$ cat config.mk
export PLATFORM = sky130hd
export DESIGN_NAME = tile_scroll_addr_gen_flat
export DESIGN_NICKNAME = d
export VERILOG_FILES = /design/src/rtl/tile_scroll_addr_gen_pkg.sv /design/src/rtl/tile_scroll_addr_gen_if.sv /design/src/rtl/tile_scroll_regs.sv /design/src/rtl/tile_scroll_addr_gen.sv /design/src/flat_wrapper.sv
export SDC_FILE = /design/constraint.sdc
export NUM_CORES = 1
export LEC_CHECK = 0
export ABC_AREA = 1
export CAP_MARGIN = 0
export CORE_MARGIN = 5
export CORE_UTILIZATION = 35
export CTS_BUF_LIST = sky130_fd_sc_hd__clkbuf_8
export CTS_CLUSTER_DIAMETER = 30
export DETAILED_ROUTE_END_ITERATION = 7
export PLACE_DENSITY_LB_ADDON = 0.15
export SYNTH_ARGS = -nofsm -noshare
export SYNTH_HDL_FRONTEND = slang
export SYNTH_SLANG_ARGS = --single-unit
$ cat constraint.sdc
create_clock -name CLK_6M -period 3.8 [get_ports CLK_6M]
set_input_delay 0.38 -clock CLK_6M [delete_from_list [all_inputs] [get_ports CLK_6M]]
set_output_delay 0.38 -clock CLK_6M [all_outputs]
set_load 0.01 [all_outputs]
$ cat src/rtl/tile_scroll_addr_gen_pkg.sv
// Shared constants and types for the tilemap scroll / VRAM address generator.
package tile_scroll_addr_gen_pkg;

  localparam int H_TOTAL_DEF   = 384;
  localparam int LOOKAHEAD_DEF = 8;
  localparam int NUM_LAYERS    = 2;

  localparam logic [2:0] REG_XA_HI = 3'd0;
  localparam logic [2:0] REG_XA_LO = 3'd1;
  localparam logic [2:0] REG_YA    = 3'd2;
  localparam logic [2:0] REG_XB_HI = 3'd4;
  localparam logic [2:0] REG_XB_LO = 3'd5;
  localparam logic [2:0] REG_YB    = 3'd6;

  localparam logic [2:0] PH_A0 = 3'd0;
  localparam logic [2:0] PH_A1 = 3'd1;
  localparam logic [2:0] PH_B0 = 3'd2;
  localparam logic [2:0] PH_B1 = 3'd3;

  // Strobes fire one slot after the layer's fetch pair completes
  localparam logic [2:0] PH_HA2 = 3'd2;
  localparam logic [2:0] PH_HB2 = 3'd4;

  typedef enum logic { LAYER_A = 1'b0, LAYER_B = 1'b1 } layer_e;

  typedef struct packed {
    logic [8:0] x;
    logic [7:0] y;
  } scroll_t;

endpackage

$ cat src/rtl/tile_scroll_addr_gen_if.sv
// CPU register-write bus into the scroll address generator.
interface tile_scroll_addr_gen_if;
  logic       CPU_CS;
  logic       CPU_WE;
  logic [2:0] CPU_A;
  logic [7:0] CPU_D;

  modport master (output CPU_CS, CPU_WE, CPU_A, CPU_D);
  modport slave  (input  CPU_CS, CPU_WE, CPU_A, CPU_D);
endinterface

$ cat src/rtl/tile_scroll_regs.sv
// Shadow/active scroll registers; shadow takes CPU writes, active reloads at line start.
module tile_scroll_regs
  import tile_scroll_addr_gen_pkg::*;
(
  input  logic                         CLK_6M,
  input  logic                         RST,
  input  logic                         line_start,
  tile_scroll_addr_gen_if.slave        cpu,
  output scroll_t                      scr_a,
  output scroll_t                      scr_b
);

  scroll_t sh_a, sh_b, nx_a, nx_b;

  always_comb begin
    nx_a = sh_a;
    nx_b = sh_b;
    if (cpu.CPU_CS && cpu.CPU_WE) begin
      case (cpu.CPU_A)
        REG_XA_HI: nx_a.x[8]   = cpu.CPU_D[0];
        REG_XA_LO: nx_a.x[7:0] = cpu.CPU_D;
        REG_YA:    nx_a.y      = cpu.CPU_D;
        REG_XB_HI: nx_b.x[8]   = cpu.CPU_D[0];
        REG_XB_LO: nx_b.x[7:0] = cpu.CPU_D;
        REG_YB:    nx_b.y      = cpu.CPU_D;
        default: ;
      endcase
    end
  end

  // Active copy takes the post-write shadow so a write on the line-start edge lands this line
  always_ff @(posedge CLK_6M) begin
    if (RST) begin
      sh_a  <= '0;
      sh_b  <= '0;
      scr_a <= '0;
      scr_b <= '0;
    end else begin
      sh_a <= nx_a;
      sh_b <= nx_b;
      if (line_start) begin
        scr_a <= nx_a;
        scr_b <= nx_b;
      end
    end
  end

endmodule

$ cat src/rtl/tile_scroll_addr_gen.sv
// H counter, per-layer scrolled coordinates and the 8-pixel VRAM fetch/strobe sequencer.
module tile_scroll_addr_gen
  import tile_scroll_addr_gen_pkg::*;
#(
  parameter int H_TOTAL   = H_TOTAL_DEF,
  parameter int LOOKAHEAD = LOOKAHEAD_DEF
) (
  input  logic                  CLK_6M,
  input  logic                  RST,
  input  logic                  H_START,
  input  logic [7:0]            V,
  input  logic                  FLIP,
  tile_scroll_addr_gen_if.slave cpu,
  output logic [12:0]           VA,
  output logic                  LAYER,
  output logic                  CPU_SLOT,
  output logic                  HA2,
  output logic                  HB2,
  output logic [2:0]            FINE_A,
  output logic [2:0]            FINE_B,
  output logic [2:0]            ROW_A,
  output logic [2:0]            ROW_B
);

  localparam logic [8:0] H_LAST    = 9'(H_TOTAL - 1);
  localparam logic [8:0] H_LEAD    = 9'(LOOKAHEAD);
  localparam logic [8:0] H_FLIP_HX = 9'(H_TOTAL - 1 - LOOKAHEAD);

  logic [8:0] h;
  logic       line_start;

  assign line_start = H_START | (h == H_LAST);

  always_ff @(posedge CLK_6M) begin
    if (RST)             h <= '0;
    else if (line_start) h <= '0;
    else                 h <= h + 9'd1;
  end

  scroll_t scr_a, scr_b;

  tile_scroll_regs u_regs (
    .CLK_6M     (CLK_6M),
    .RST        (RST),
    .line_start (line_start),
    .cpu        (cpu),
    .scr_a      (scr_a),
    .scr_b      (scr_b)
  );

  // Modulo-512 / modulo-256 wrap falls out of the fixed widths
  logic [8:0] hx;
  logic [7:0] vy;
  assign hx = FLIP ? (H_FLIP_HX - h) : (h + H_LEAD);
  assign vy = FLIP ? ~V : V;

  logic [NUM_LAYERS-1:0][8:0] scr_x, eff_x;
  logic [NUM_LAYERS-1:0][7:0] scr_y, eff_y;
  assign scr_x = {scr_b.x, scr_a.x};
  assign scr_y = {scr_b.y, scr_a.y};

  for (genvar l = 0; l < NUM_LAYERS; l++) begin : g_layer
    assign eff_x[l] = hx + scr_x[l];
    assign eff_y[l] = vy + scr_y[l];
  end

  logic [2:0]  phase;
  layer_e      sel;
  logic        fetch;
  logic [12:0] va_nx;

  assign phase = h[2:0];
  assign sel   = layer_e'(phase[1]);
  assign fetch = ~phase[2];
  assign va_nx = {sel, eff_y[sel][7:3], eff_x[sel][8:3], phase[0]};

  always_ff @(posedge CLK_6M) begin
    if (RST) begin
      VA       <= '0;
      LAYER    <= LAYER_A;
      CPU_SLOT <= 1'b0;
      HA2      <= 1'b0;
      HB2      <= 1'b0;
      FINE_A   <= '0;
      FINE_B   <= '0;
      ROW_A    <= '0;
      ROW_B    <= '0;
    end else begin
      HA2      <= (phase == PH_HA2);
      HB2      <= (phase == PH_HB2);
      CPU_SLOT <= phase[2];
      if (fetch) begin
        VA    <= va_nx;
        LAYER <= sel;
      end
      if (phase == PH_A0) begin
        FINE_A <= eff_x[LAYER_A][2:0];
        FINE_B <= eff_x[LAYER_B][2:0];
        ROW_A  <= eff_y[LAYER_A][2:0];
        ROW_B  <= eff_y[LAYER_B][2:0];
      end
    end
  end

endmodule

$ cat src/flat_wrapper.sv
// flat-port wrapper written by rule: the top's interface ports become plain ports
module tile_scroll_addr_gen_flat import tile_scroll_addr_gen_pkg::*;
#(
  parameter int H_TOTAL   = H_TOTAL_DEF,
  parameter int LOOKAHEAD = LOOKAHEAD_DEF
)
  (CLK_6M, RST, H_START, V, FLIP, VA, LAYER, CPU_SLOT, HA2, HB2, FINE_A, FINE_B, ROW_A, ROW_B, cpu_CPU_CS, cpu_CPU_WE, cpu_CPU_A, cpu_CPU_D);
  tile_scroll_addr_gen_if cpu_i ();
  input  logic CLK_6M;
  input  logic RST;
  input  logic H_START;
  input  logic [7:0] V;
  input  logic FLIP;
  output logic [12:0] VA;
  output logic LAYER;
  output logic CPU_SLOT;
  output logic HA2;
  output logic HB2;
  output logic [2:0] FINE_A;
  output logic [2:0] FINE_B;
  output logic [2:0] ROW_A;
  output logic [2:0] ROW_B;
  input wire logic [$bits(cpu_i.CPU_CS)-1:0] cpu_CPU_CS;
  input wire logic [$bits(cpu_i.CPU_WE)-1:0] cpu_CPU_WE;
  input wire logic [$bits(cpu_i.CPU_A)-1:0] cpu_CPU_A;
  input wire logic [$bits(cpu_i.CPU_D)-1:0] cpu_CPU_D;
  assign cpu_i.CPU_CS = cpu_CPU_CS;
  assign cpu_i.CPU_WE = cpu_CPU_WE;
  assign cpu_i.CPU_A = cpu_CPU_A;
  assign cpu_i.CPU_D = cpu_CPU_D;
  tile_scroll_addr_gen #(.H_TOTAL(H_TOTAL), .LOOKAHEAD(LOOKAHEAD)) u_core (.CLK_6M(CLK_6M), .RST(RST), .H_START(H_START), .V(V), .FLIP(FLIP), .cpu(cpu_i), .VA(VA), .LAYER(LAYER), .CPU_SLOT(CPU_SLOT), .HA2(HA2), .HB2(HB2), .FINE_A(FINE_A), .FINE_B(FINE_B), .ROW_A(ROW_A), .ROW_B(ROW_B));
endmodule
Word level (Yosys, flattened, before mapping) --
Cells that the tools add are included.
Word-level totals: output and inout bits 29, register bits after elaboration 106, input bits 25, logic and storage cells 54
Operators by class: reduce and logical (&&, ||, !) cells 4, equality and inequality tests 8, multiplexer cells 14, magnitude comparators 1, $add $sub $neg 7, bitwise logic cells 2
Operators by type and width (count):
- 2-to-1 mux 8 bit | 7
- 2-to-1 mux 17 bit | 2
- 2-to-1 mux 9 bit | 3
- adder 9 bit | 2
- adder 8 bit | 2
- == test 3 bit (second input constant) | 4
- adder 9 x 1 -> 9 bit (second input constant) | 1
- adder 9 x 4 -> 9 bit (second input constant) | 1
- == test 9 bit (second input constant) | 1
- subtractor 9 bit (first input constant) | 1
- NOT 8 bit | 1
- == test 3 x 2 -> 1 bit (second input constant) | 2
- logical NOT 3 bit | 2
- == test 3 x 1 -> 1 bit (second input constant) | 1
- less-than comparator 1 x 2 -> 1 bit (second input constant) | 1
- 2-to-1 mux 1 bit | 2
- OR reduction 2 bit | 1
- logical AND 1 bit | 1
- OR 1 bit | 1

Longest topological paths before layout --
depth in word-level cells 5, gate-level depth with buffers 16, depth with buffers taken out 15

Hierarchy --
Synthesis repeated with hierarchy kept, for this count alone.
Second synthesis, totals: cells, all modules 787, area, all modules 5709.2 um^2
Modules (own cells, without submodules):
- tile_scroll_addr_gen | instances 1, seq. area each 740.7 um^2, cells each 410, area each 3034.2 um^2
- tile_scroll_regs | instances 1, seq. area each 1361.3 um^2, cells each 377, area each 2675.1 um^2

Least setup slack after synthesis --
OpenSTA, ideal clock, no wires.
path kind input port to flip-flop, start point in FLIP, end point reg u_core.VA[4], slack 1224 ps, library setup time 123 ps, cell stages on the path 11, buffers on the path 2, arrival 2453 ps, required time 3677 ps, cell sequence buf_2 buf_2 xor2_1 ha_1 inv_1 fa_1 o21ai_0 a31oi_1 or2_2 nand3_1 nand3_1
On the way: word-level cells in the longest chain between the ends 4, elaborated cells on any way between the ends 5, classes of those cells add/sub: 2; mux: 3
RTL lines:
- start, declared | RTL line flat_wrapper.sv:13 | input logic FLIP;
- 2-to-1 mux 9 bit (*) | RTL line tile_scroll_addr_gen.sv:54 | assign hx = FLIP ? (H_FLIP_HX - h) : (h + H_LEAD);
- adder 9 bit | RTL line tile_scroll_addr_gen.sv:63 | assign eff_x[l] = hx + scr_x[l];
- 2-to-1 mux 9 bit (not written as such) (*) (2 in a row) | RTL line tile_scroll_addr_gen.sv:75 | assign va_nx = {sel, eff_y[sel][7:3], eff_x[sel][8:3], phase[0]};
- end signal, assigned | RTL line tile_scroll_addr_gen.sv:93 | VA <= va_nx;
- end, declared | RTL line tile_scroll_addr_gen.sv:14 | output logic [12:0] VA,
Every way passes the cells marked *; elsewhere a longest branch is shown, timed or not. The select of a mux whose other input is x is not followed. A chain may end at the register's enable or synchronous reset.

Final worst setup path --
start point in FLIP, end point reg u_core.VA[10]
On the way: word-level cells in the longest chain between the ends 4, elaborated cells on any way between the ends 5, classes of those cells add/sub: 2; mux: 3
RTL lines:
- 2-to-1 mux 8 bit (*) | RTL line tile_scroll_addr_gen.sv:55 | assign vy = FLIP ? ~V : V;
- adder 8 bit | RTL line tile_scroll_addr_gen.sv:64 | assign eff_y[l] = vy + scr_y[l];
- 2-to-1 mux 8 bit (not written as such) (*) (2 in a row) | RTL line tile_scroll_addr_gen.sv:75
Marked as above.

==> reports/qor.yml <==
status: "completed"
syn-num-nets: 748
setup-tns-final_ns: 0
setup_viol: 0
nets: 798
post-synth-top-area-cell: "dfxtp_1"
ir_worst_vdd_v: 0.000171
worst_pin_slew_ns: 0.975
grt_max_degree: 36
start_util_pct: 35.8
critical-path-max-stage-delay_ns: 0.63
cts_tree: "built"
met3RoutedLength_um: 478
ant_nets: 0
cpLargestDelayFamily: "buffers and inverters"
routed.top_layer: "met4"
r2r-start: "u_core.h[0]"
final.min_clock_period_ns: 2.68
synthArstFlopShare_pct: 0
multi_input_area_mm2: 0.00286
powerDensity_mw_per_mm2: 377
holdBufCountCts: 0
synth_area_leaders: "dfxtp_1, ha_1, nor2_1"
die_w_um: 135
p_leak_nw: 3.07
drv_slew: 0
coreArea_mm2: 0.0152
worstPathRequired_ns: 4.09
drcViolationCount: 0
rsz0062_at_grt: "false"
synth_top_family_by_area: "simple AND/OR/NAND/NOR gates"
cts_sinks: 105
crit_chain: "clkdlybuf4s50_1 -> buf_4 -> xor2_1 -> ha_1 -> inv_1 -> fa_1 -> nand3b_1 -> nand2_1 -> nand2_1 -> a21oi_1 -> o21ai_0 -> nand3_1 -> nand2_1 -> nand2_1 -> nand2_1"
antenna_found_initial: 0
crit_top_cell: "nand2_1"
cts_made_buffers: 9
cap_viol_max_count: 0
ys_ff_latch: 105
track_usage_pct: 15.6
setup_ws_ns: 1.12
synthSimpleGateAreaFrac_pct: 19.8
ff_latch_area_mm2: 0.00210
crit_start: "FLIP"
gp_congestion: 0.820
rows: 45
criticalPathCategory: "input pin to flop"
post_drt_wl_per_cell_um: 14.9
power.total_mw: 2.38
critPathSlowestCell: "clkdlybuf4s50_1"
ys_seq_area_share_pct: 38.6
synth_top_area_share_pct: 38.6
cts_root_buf: "clkbuf_8"
area_growth_pct: 15.8
layout-drive-gt1-share_pct: 8.68
hold_slack_ns: 0.458
reg2reg_setup_slack_ns: 1.33
portBuffers: 53
viasPerCell: 4.86
skew_ns: 0.0180
synth_xor_area_share_pct: 4.02
synthAdderAreaFrac_pct: 9.98
cts.clk_slew.worst_paths_ns: 0.11
syn_area_mm2: 0.00544
timing.fmax_ghz: 0.374
postCtsSetupBuffers: 0
wl_met1_mm: 7.42
cts_resized: 0
synth_ff_type: "dfxtp_1"
dp_hpwl_mm: 10.7
finish.utilization_pct: 41.5
antenna_cells: 0
start_kind: "input pin"
htree_num_levels: 3
grt_pass1_vias: 4190
ys_warn_count: 0
hold_start: "u_core.VA[5]"
arrival_ns: 2.97
routed-wl-met2_mm: 5.81
min_period_over_period_pct: 70.4
drt_iter0_markers: 233
wirelength_mm: 13.8
num_io_pins: 54
cp-end-kind: "flop"
num_vias: 4493
synth_cells: 682
max_slew_margin_pct: 34.8
hold_viol: 0
hp-class: "flop to flop"
die_y_um: 135
synth_edf_count: 0
clk_latency_ns: 0.39
synth_compound_area_share_pct: 18.7
grt_pass1_wl_mm: 22.4
die_area_mm2: 0.0181
grt_overflow: 0
path_max_fanout: 7
drt-pass1-iter-count: 4
path_buf_inv: 3
pre_cts_ws_ns: 0.719
synth.distinct_cells: 36
max-clock-path-buffers: 2
syn-mean-instance-area_um2: 7.98
synth_mux_area_share_pct: 0
fillers: 1583
-- cells in the final DEF (no fill, tap or decap), drive strengths merged, types with 2 or more instances in the layout --
cell type / instances
dfxtp: 105
nor2: 105
inv: 97
nand2: 86
o21ai: 60
clkdlybuf4s50: 53
a21oi: 37
ha: 37
o22ai: 35
nand3: 31
xor2: 18
clkbuf: 9
xnor2: 7
nand3b: 6
a31oi: 6
or2: 6
a21o: 6
nand4: 6
nor3: 6
buf: 5
fa: 4
clkinv: 3
o221ai: 2
nor4: 2
-- worst register-to-register path, stage by stage, from the launching register on --
cell and delay [ns]:
dfxtp_1 0.48, xor2_1 0.23, ha_1 0.20, inv_1 0.05
fa_1 0.40, o21ai_0 0.40, a31oi_1 0.16, or2_2 0.31
nand3_1 0.07, nand3_1 0.07
-- per-layer routing --
layer,track usage [%],up-vias
met5,0,-
met4,5.32,0
met3,2.16,4
met2,22.6,86
met1,23.6,2051
li1,-,2352
-- per-stage QoR --
step,instance area (µm²),cells
final,6300,925
after global routing,6300,925
after CTS,6300,925
after detailed placement,6110,909
after global placement,6110,909
after floorplan,5440,682
-- synthesized netlist by cell type, types with 2 or more instances --
| library cell | n |
|---|---|
| nor4_1 | 2 |
| o221ai_1 | 2 |
| a31oi_1 | 6 |
| nand3_1 | 31 |
| nand4_1 | 5 |
| a21oi_1 | 37 |
| inv_1 | 91 |
| nand3b_1 | 6 |
| o21ai_0 | 60 |
| o22ai_1 | 5 |
| buf_6 | 7 |
| nor3_1 | 5 |
| nor2_1 | 103 |
| ha_1 | 37 |
| clkbuf_1 | 7 |
| inv_2 | 2 |
| xnor2_1 | 7 |
| o22ai_2 | 30 |
| buf_2 | 4 |
| a21o_1 | 6 |
| or2_2 | 5 |
| nand2_1 | 86 |
| dfxtp_1 | 105 |
| xor2_1 | 18 |
| fa_1 | 4 |
-- registers in the layout, summed over array words and instances, names as in the netlist --
name / count
u_core.ROW_B: 3
u_core.u_regs.scr_a: 17
u_core.ROW_A: 3
u_core.CPU_SLOT: 1
u_core.u_regs.sh_a: 17
u_core.HA2: 1
u_core.h: 9
u_core.HB2: 1
u_core.u_regs.scr_b: 17
u_core.FINE_B: 3
u_core.FINE_A: 3
u_core.VA: 12
u_core.u_regs.sh_b: 17
u_core.LAYER: 1
-- area by class of cell --
class	count	share of cell area, %
flip-flops and latches	105	33.3
clock inverters	7	1.07
well taps	188	3.73
clock buffers	9	1.97
inverters	93	5.54
multi-input cells	465	45.3
repair buffers	58	9.01
-- where the power goes --
group / internal, mW / switching [mW] / total [mW] / leakage (nW)
clock: 0.256 / 0.443 / 0.700 / 0.0993
sequential: 1.16 / 0.0461 / 1.21 / 0.861
combinational: 0.210 / 0.258 / 0.467 / 2.11
total: 1.63 / 0.748 / 2.38 / 3.07
-- logic make-up (layout without fill, tap and decap cells) --
kind of cell,after synthesis,in the layout
buf+inv,112,167
flops,105,105
xor+xnor,25,25
simple gates,250,250
fa+ha+maj,41,41
compound gates,149,149
-- final timing paths --
| check | end | cells after the start |
|---|---|---|
| max | u_core.VA[10] | 15 |
| min | u_core.VA[5] | 2 |
| max reg2reg | u_core.VA[4] | 9 |
| min reg2reg | u_core.VA[5] | 2 |
Note: power is estimated with default switching activity, not from simulation.
